[src/rtl/sdio_pkg.sv]
// sdio_pkg: decoder states, received-frame layout, CMD53 argument fields and frame/CRC constants
package sdio_pkg;
    typedef enum logic [2:0] {IDLE, RECV, CHECK, DWAIT, DATA, DCRC} state_t;
    typedef struct packed {
        logic        dir;
        logic [5:0]  index;
        logic [31:0] arg;
        logic [6:0]  crc;
        logic        stop;
    } frame_t;
    localparam int FRAME_LEN = 48;
    localparam int CRC_LEN = 40;
    localparam int DCRC_LEN = 17;
    localparam logic [5:0] CMD53 = 6'd53;
    localparam logic [6:0] CRC7_POLY = 7'h09;
    localparam int ARG_RW = 31;
    localparam int ARG_FUNC = 28;
    localparam int FUNC_W = 3;
    localparam int ARG_BLK = 27;
    localparam int ARG_ADDR = 9;
    localparam int ADDR_FIELD_W = 17;
    localparam int CNT_W = 9;
endpackage

[src/rtl/sdio_crc7.sv]
// sdio_crc7: serial MSB-first CRC7 (x^7+x^3+1), cleared to 0 by clr
module sdio_crc7 import sdio_pkg::*; (
    input  logic       sdio_clk,
    input  logic       rst,
    input  logic       clr,
    input  logic       en,
    input  logic       bit_in,
    output logic [6:0] crc
);
    logic fb;
    assign fb = bit_in ^ crc[6];
    always_ff @(posedge sdio_clk) begin
        if (rst || clr) crc <= '0;
        else if (en) crc <= {crc[5:0], 1'b0} ^ (fb ? CRC7_POLY : 7'h00);
    end
endmodule

[src/rtl/sdio_cmd_decoder.sv]
// sdio_cmd_decoder: SDIO command deserialiser and CMD53 framebuffer write-window tracker; CRC7 check under SDIO_CRC7_CHECK_EN
module sdio_cmd_decoder import sdio_pkg::*; #(
    parameter int ADDR_W    = 19,
    parameter int FB_FUNC   = 1,
    parameter int BLK_BYTES = 512,
    parameter int WAIT_MAX  = 1023
) (
    input  logic              sdio_clk,
    input  logic              rst,
    input  logic              sdio_cmd,
    input  logic [3:0]        sdio_data,
    output logic              cmd_valid,
    output logic [5:0]        cmd_index,
    output logic [31:0]       cmd_arg,
    output logic              crc_err,
    output logic              frame_err,
    output logic              wr_start,
    output logic              wr_active,
    output logic [ADDR_W-1:0] wr_addr,
    output logic [17:0]       wr_len,
    output logic              timeout
);
    state_t state, next;
    frame_t fr;
    logic [19:0] cnt;
    logic [5:0]  idx_q;
    logic [31:0] arg_q;
    logic [8:0]  blk_cnt;
    logic [17:0] len;
    logic        crc_ok, accept, wr_ok, last_nib;

    assign blk_cnt = fr.arg[CNT_W-1:0];
    assign len = fr.arg[ARG_BLK] ? 18'(32'(blk_cnt) * BLK_BYTES) : (blk_cnt == '0 ? 18'd512 : 18'(blk_cnt));
    assign accept = fr.dir && fr.stop && crc_ok;
    assign wr_ok = accept && fr.index == CMD53 && fr.arg[ARG_RW] && fr.arg[ARG_FUNC +: FUNC_W] == FUNC_W'(FB_FUNC)
                   && (!fr.arg[ARG_BLK] || blk_cnt != '0);
    assign last_nib = cnt == 20'({wr_len, 1'b0}) - 20'd1;

`ifdef SDIO_CRC7_CHECK_EN
    logic [6:0] crc;
    // start bit is 0 and the CRC inits to 0, so only the 39 bits after it need feeding
    sdio_crc7 u_crc7 (
        .sdio_clk,
        .rst,
        .clr(state == IDLE),
        .en(state == RECV && cnt < 20'(CRC_LEN - 1)),
        .bit_in(sdio_cmd),
        .crc
    );
    assign crc_ok = crc == fr.crc;
`else
    logic unused_crc;
    assign unused_crc = ^fr.crc;
    assign crc_ok = 1'b1;
`endif

    always_ff @(posedge sdio_clk) begin
        if (rst) begin
            state <= IDLE;
            cnt <= '0;
            fr <= '0;
        end else begin
            state <= next;
            cnt <= (next != state || state == IDLE) ? '0 : cnt + 20'd1;
            if (state == RECV) fr <= {fr[FRAME_LEN-3:0], sdio_cmd};
        end
    end

    always_ff @(posedge sdio_clk) begin
        if (rst) begin
            idx_q <= '0;
            arg_q <= '0;
            wr_addr <= '0;
            wr_len <= '0;
        end else if (state == CHECK) begin
            if (accept) begin
                idx_q <= fr.index;
                arg_q <= fr.arg;
            end
            if (wr_ok) begin
                wr_addr <= ADDR_W'(fr.arg[ARG_ADDR +: ADDR_FIELD_W]);
                wr_len <= len;
            end
        end
    end

    always_comb begin
        next = state;
        case (state)
            IDLE:  next = sdio_cmd ? IDLE : RECV;
            RECV:  next = cnt == 20'(FRAME_LEN - 2) ? CHECK : RECV;
            CHECK: next = wr_ok ? DWAIT : IDLE;
            DWAIT: next = sdio_data == 4'h0 ? DATA : (cnt == 20'(WAIT_MAX - 1) ? IDLE : DWAIT);
            DATA:  next = last_nib ? DCRC : DATA;
            DCRC:  next = cnt == 20'(DCRC_LEN - 1) ? IDLE : DCRC;
            default: next = IDLE;
        endcase
    end

    always_comb begin
        cmd_valid = state == CHECK && accept;
        frame_err = state == CHECK && fr.dir && !fr.stop;
        crc_err = state == CHECK && fr.dir && fr.stop && !crc_ok;
        timeout = state == DWAIT && sdio_data != 4'h0 && cnt == 20'(WAIT_MAX - 1);
        wr_active = state == DATA;
        wr_start = state == DATA && cnt == '0;
        cmd_index = cmd_valid ? fr.index : idx_q;
        cmd_arg = cmd_valid ? fr.arg : arg_q;
    end
endmodule
[config.mk]
export PLATFORM = sky130hd
export DESIGN_NAME = sdio_cmd_decoder
export DESIGN_NICKNAME = d
export VERILOG_FILES = /design/src/rtl/sdio_pkg.sv /design/src/rtl/sdio_crc7.sv /design/src/rtl/sdio_cmd_decoder.sv
export SDC_FILE = /design/constraint.sdc
export NUM_CORES = 1
export LEC_CHECK = 0
export BUFFER_PORTS_ARGS = -buffer_cell sky130_fd_sc_hd__buf_2
export CORE_MARGIN = 2
export CORE_UTILIZATION = 57
export CTS_CLUSTER_DIAMETER = 100
export DETAILED_ROUTE_END_ITERATION = 12
export PLACE_DENSITY = 0.85
export SLEW_MARGIN = 20
export SYNTH_ARGS = -nofsm -noshare
export SYNTH_HDL_FRONTEND = slang
export SYNTH_SLANG_ARGS = --single-unit
export TNS_END_PERCENT = 10
[constraint.sdc]
create_clock -name sdio_clk -period 3 [get_ports sdio_clk]
set_input_delay 0.3 -clock sdio_clk [delete_from_list [all_inputs] [get_ports sdio_clk]]
set_output_delay 0.3 -clock sdio_clk [all_outputs]
set_load 0.01 [all_outputs]
### After elaboration in Yosys (flattened, before gate mapping)

Index checks and enable logic that the tools add are counted.

* bits in registers: 143
* output and inout port bits: 81

* add/subtract/negate cells: 2
* equality and inequality tests: 12
* multiplexer cells: 12
* reduce and logical (&&, ||, !) cells: 24

Operators by type and width (number)
* 32-bit two-way mux: 1
* 20-bit by 1-bit adder with 20-bit output, second input constant: 1
* 20-bit by 10-bit == test with 1-bit output, second input constant: 1
* 20-bit == test: 1
* 20-bit by 5-bit == test with 1-bit output, second input constant: 1
* 20-bit by 6-bit == test with 1-bit output, second input constant: 1
* 20-bit logical NOT: 1
* 19-bit by 1-bit subtractor with 20-bit output, second input constant: 1
* 18-bit two-way mux: 1
* 3-bit case mux with 6 select lines: 1
* 1-bit logical AND: 11
* 10-bit two-way mux: 1
* 9-bit logical NOT: 1
* 9-bit nonzero test: 1
* 3-bit by 1-bit == test with 1-bit output, second input constant: 2
* 3-bit by 2-bit == test with 1-bit output, second input constant: 2
* 3-bit == test, second input constant: 2
* 6-bit == test, second input constant: 1
* 2-bit two-way mux: 3
* 3-bit two-way mux: 2
* 6-bit two-way mux: 1
* 4-bit logical NOT: 1
* 2-bit AND reduction: 2
* 4-bit nonzero test: 1
* 6 further kinds: 9

### Logic depth before layout (Yosys ltp)

* word-level depth: 10
* gate-level depth with buffers: 11

### Worst setup path after synthesis

OpenSTA, ideal clock, no wires.

* path kind: register -> register
* from: register wr_len[0]
* to: register cnt[10]
* arrival: 2.290 ns
* setup slack: 0.596 ns
* cell stages (with the launch flop): 12
* path buffers: 2
* period minus slack after synthesis: 2.404 ns
* cell sequence: dfxtp_1 -> clkbuf_1 -> inv_1 -> ha_1 -> nor2b_1 -> a221o_1 -> o311ai_0 -> o22ai_1 -> nor4_2 -> a22o_2 -> buf_4 -> nor2_1

* word-level cells in the longest chain between the ends: 7

RTL lines
* from (decl): RTL line sdio_cmd_decoder.sv:20 `output logic [17:0] wr_len,`
* from (signal assigned): RTL line sdio_cmd_decoder.sv:82 `wr_len <= len;`
* 19-bit by 1-bit subtractor with 20-bit output: RTL line sdio_cmd_decoder.sv:37 `assign last_nib = cnt == 20'({wr_len, 1'b0}) - 20'd1;`
* 20-bit == test: RTL line sdio_cmd_decoder.sv:37
* 1-bit two-way mux: RTL line sdio_cmd_decoder.sv:94 `DATA: next = last_nib ? DCRC : DATA;`
* 3-bit case mux with 6 select lines: RTL line sdio_cmd_decoder.sv:89 `case (state)`
* 3-bit != test: RTL line sdio_cmd_decoder.sv:64 `cnt <= (next != state || state == IDLE) ? '0 : cnt + 20'd1;`
* 1-bit logical OR: RTL line sdio_cmd_decoder.sv:64
* 2-bit OR reduction (no source line)
* to (signal assigned): RTL line sdio_cmd_decoder.sv:64
* to (decl): RTL line sdio_cmd_decoder.sv:25 `logic [19:0] cnt;`

No other way between the ends.
A chain may end at the register's enable or synchronous reset.

### Worst setup path after layout

* from: register state[1]
* to: output port cmd_arg[14]

* word-level cells in the longest chain between the ends: 3

RTL lines
* from (decl): RTL line sdio_cmd_decoder.sv:23 `state_t state, next;`
* from (signal assigned): RTL line sdio_cmd_decoder.sv:63 `state <= next;`
* 3-bit by 2-bit == test with 1-bit output: RTL line sdio_cmd_decoder.sv:101 `cmd_valid = state == CHECK && accept;`
* 1-bit logical AND: RTL line sdio_cmd_decoder.sv:101
* 32-bit two-way mux: RTL line sdio_cmd_decoder.sv:108 `cmd_arg = cmd_valid ? fr.arg : arg_q;`
* to (decl): RTL line sdio_cmd_decoder.sv:14 `output logic [31:0] cmd_arg,`

No other way between the ends.

==> reports/qor.json <==
{
  "status": "finished clean",
  "skew_ns": 0.01134,
  "worst_setup_path_end_kind": "output pin",
  "worst_setup_hold_path_clk_slew_ns": 0.06,
  "grt_first_pass_wirelength_um": 24890,
  "via_density_per_instance": 5.647,
  "power.density_cell_area_nw_per_um2": 525.7,
  "postRouteAntennaNets": 0,
  "fp-row-count": 38,
  "core_area_um2": 10940,
  "layout.cells.non_filler": 996,
  "timing_hold_violations_final": 0,
  "critical-path-top-cell-by-count": "sky130_fd_sc_hd__nand2_1",
  "tns_ns": 0,
  "drcViolationCount": 0,
  "max-clock-path-buffers": 2,
  "area_delta_synth_final_pct": 15.99,
  "worstSetupPathType": "reg2out",
  "synth_area_per_cell_um2": 8.215,
  "power_leakage_nw": 3.269,
  "cts_inserted_buffers": 17,
  "gr-total-overflow": 0,
  "ys_seq_area_share_pct": 44.50,
  "first_pass_iters": 5,
  "grt_antenna_before_repair": 0,
  "grt_setup_unrepaired": "false",
  "post_synthesis_cell_count": 783,
  "grt_max_degree": 66,
  "syn-cell-area_um2": 6432,
  "final_util_pct": 68.23,
  "worst_skew_pair.late_latency_ns": 0.41,
  "slew_headroom_pct": 54.99,
  "timing.critical_path.cells": "nor4bb_1, nand2_1, buf_4, inv_1, buf_4, nand2_1, nand2_1, buf_2",
  "die-height_um": 110.2,
  "grt_pass1_vias": 5259,
  "ys_async_sr_fraction_pct": 0,
  "crit_required_ns": 2.70,
  "port_buffer_count": 84,
  "holdBufCountCts": 0,
  "max_cap_violations": 0,
  "worstMarginPinSlew_ns": 0.6751,
  "cts-root-buf": "sky130_fd_sc_hd__clkbuf_16",
  "numPlacedInstances": 967,
  "gp_congestion": 0.8599,
  "critical_path.max_stage_delay_ns": 0.45,
  "clock_sinks": 143,
  "worstHoldPathType": "in2reg",
  "die_area_um2": 12150,
  "synth_enable_flop_cells": 0,
  "drive_gt1_share_pct": 19.63,
  "irDropWorstVdd_uv": 399.9,
  "worstRegToRegCells": 7,
  "synth_top_cell_by_area": "sky130_fd_sc_hd__dfxtp_1",
  "drt_iter0_markers": 447,
  "timing.final.crit_period_ns": 2.793,
  "timing.fmax_mhz": 358.0,
  "synth.ff_latch_count": 143,
  "worst_setup_path_startpoint": "state[1]$_SDFF_PP0_",
  "post_drt_wl_per_cell_um": 15.44,
  "worst-r2r-setup-slack_ns": 0.27,
  "layout.nets": 857,
  "floorplan.initialDensity_pct": 58.82,
  "aggregate_global_route_resource_usage_pct": 26.13,
  "finalWirelength_um": 15380,
  "finalMaxSlewViolations": 0,
  "timing.final.setup_violations": 0,
  "post_synth_main_area_contributors": "sky130_fd_sc_hd__dfxtp_1, sky130_fd_sc_hd__nand2_1, sky130_fd_sc_hd__a21oi_1, sky130_fd_sc_hd__nor2b_1, sky130_fd_sc_hd__nor2_1",
  "critPathArrivalTime_ns": 2.49,
  "tritoncts": "yes",
  "post_cts_buffers": 0,
  "setup_crit_start_kind": "flip-flop",
  "num_io_pins": 88,
  "crit_path_max_fanout": 40,
  "yosysTopAreaCellShare_pct": 44.50,
  "chipWidth_um": 110.2,
  "ctsResizeCount": 0,
  "n_antenna_cell": 0,
  "post-route-period-util_pct": 93.11,
  "detailroute.via_count": 5624,
  "crit_slowest_cell": "sky130_fd_sc_hd__dfxtp_1",
  "startpoint_of_the_lowest_slack_register_to_register_path": "wr_len[4]$_SDFFE_PP0P_",
  "dp.final_hpwl_um": 10040,
  "yosys_warn_count": 0,
  "yosys.cell_types.count": 65,
  "r2r_end": "cnt[4]$_SDFF_PP0_",
  "dominantRegCellSynth": "sky130_fd_sc_hd__dfxtp_1",
  "timing.critical_path.to": "cmd_arg[14]",
  "h-tree-depth": 4
}
critical path: cells and delay by family, from the launching register on:
family | cells | cell delay [ns]
buffers and inverters | 4 | 1.00
AND/OR/NAND/NOR | 4 | 0.64
flip-flops | 1 | 0.45
Yosys cell counts (6+ instances only):
master	number
sky130_fd_sc_hd__nor4_1	9
sky130_fd_sc_hd__nand2_1	188
sky130_fd_sc_hd__dfxtp_1	143
sky130_fd_sc_hd__clkbuf_1	46
sky130_fd_sc_hd__a21oi_1	56
sky130_fd_sc_hd__xor2_1	11
sky130_fd_sc_hd__nor2b_1	44
sky130_fd_sc_hd__a22oi_1	15
sky130_fd_sc_hd__and3_1	10
sky130_fd_sc_hd__nand4_1	9
sky130_fd_sc_hd__mux2_2	20
sky130_fd_sc_hd__o21ai_0	6
sky130_fd_sc_hd__nor3_1	7
sky130_fd_sc_hd__xnor2_1	23
sky130_fd_sc_hd__inv_1	10
sky130_fd_sc_hd__nor2_1	67
sky130_fd_sc_hd__nand3_1	11
sky130_fd_sc_hd__mux2i_1	17
cells in the final DEF, fill, tap and decap left out, drive strengths merged, types with 9 or more instances in the layout:
cell type,synthesis,layout
nor2,67,67
xnor2,23,23
and3,10,10
mux2i,17,17
xor2,11,11
nor2b,44,44
nand2,188,188
a21oi,56,56
nor4,13,13
buf,15,103
nand3,11,11
clkbuf,46,18
a22oi,15,15
inv,10,11
nand4,9,9
mux2,20,20
dfxtp,143,143
through the flow:
| step | total power [mW] | instance area [um2] | worst slack [ns] | hold slack [ns] |
|---|---|---|---|---|
| CTS | 3.928 | 7461 | 0.2161 | 0.1368 |
| global placement | 2.040 | 6927 | 0.3343 | 0.4389 |
| detailed placement | 2.039 | 6927 | 0.3260 | 0.4486 |
| finish | 3.922 | 7461 | 0.2066 | 0.1399 |
| floorplan | 2.024 | 6440 | 0.5964 | 0.4318 |
| global route | 4.027 | 7461 | 0.03120 | 0.1451 |
flip-flops by register name, indices dropped and copies added (netlist names):
name / flops
wr_len: 18
arg_q: 32
cnt: 20
blk_cnt: 9
state: 3
fr: 38
idx_q: 6
wr_addr: 17
power breakdown:
part / switching, mW / internal, mW
Combinational: 0.0756 / 0.0189
Sequential: 0.00360 / 1.90
Clock: 0.781 / 1.14
kinds of logic (layout without fill, tap and decap cells):
family	Yosys count	count (layout)	synth area share, %
AO/OA/AOI/OAI	109	109	10.68
XOR/XNOR	34	34	4.629
adder cells (fa/ha/maj)	4	4	0.7781
buffers and inverters	71	142	4.649
flip-flops	143	143	44.51
multiplexers	37	37	6.147
other	1	3	0.05830
AND/OR/NAND/NOR	384	384	28.55
per-layer routing:
metal / up-vias / share of wire (%) / track usage [%]
li1: 2741 / - / -
met1: 2654 / 43 / 33.69
met2: 207 / 48 / 43.34
met3: 22 / 8.2 / 6.702
met4: 0 / 1.4 / 7.589
met5: - / 0 / 0
worst min path at each step:
stage | from | endpoint | slack (ns) | cells past startpoint
3_5_place_dp | fr[4]$_SDFFE_PP0P_ | fr[5]$_SDFFE_PP0P_ | 0.45 | 2
6_report | sdio_cmd | fr[0]$_SDFFE_PP0P_ | 0.14 | 3
4_1_cts | sdio_cmd | fr[0]$_SDFFE_PP0P_ | 0.14 | 3
5_1_grt | sdio_cmd | fr[0]$_SDFFE_PP0P_ | 0.15 | 3
2_1_floorplan | fr[46]$_SDFFE_PP0P_ | fr[46]$_SDFFE_PP0P_ | 0.43 | 2
3_3_place_gp | fr[5]$_SDFFE_PP0P_ | fr[6]$_SDFFE_PP0P_ | 0.44 | 2
cell type report:
type,instances,area [um2]
Sequential cell,143,2863
Timing Repair Buffer,103,565.5
Inverter,10,37.54
Fill cell,835,3475
Clock buffer,18,439.2
Multi-Input combinational cell,571,3286
Clock inverter,11,95.09
Tap cell,140,175.2
(Power assumes the default switching activity.)
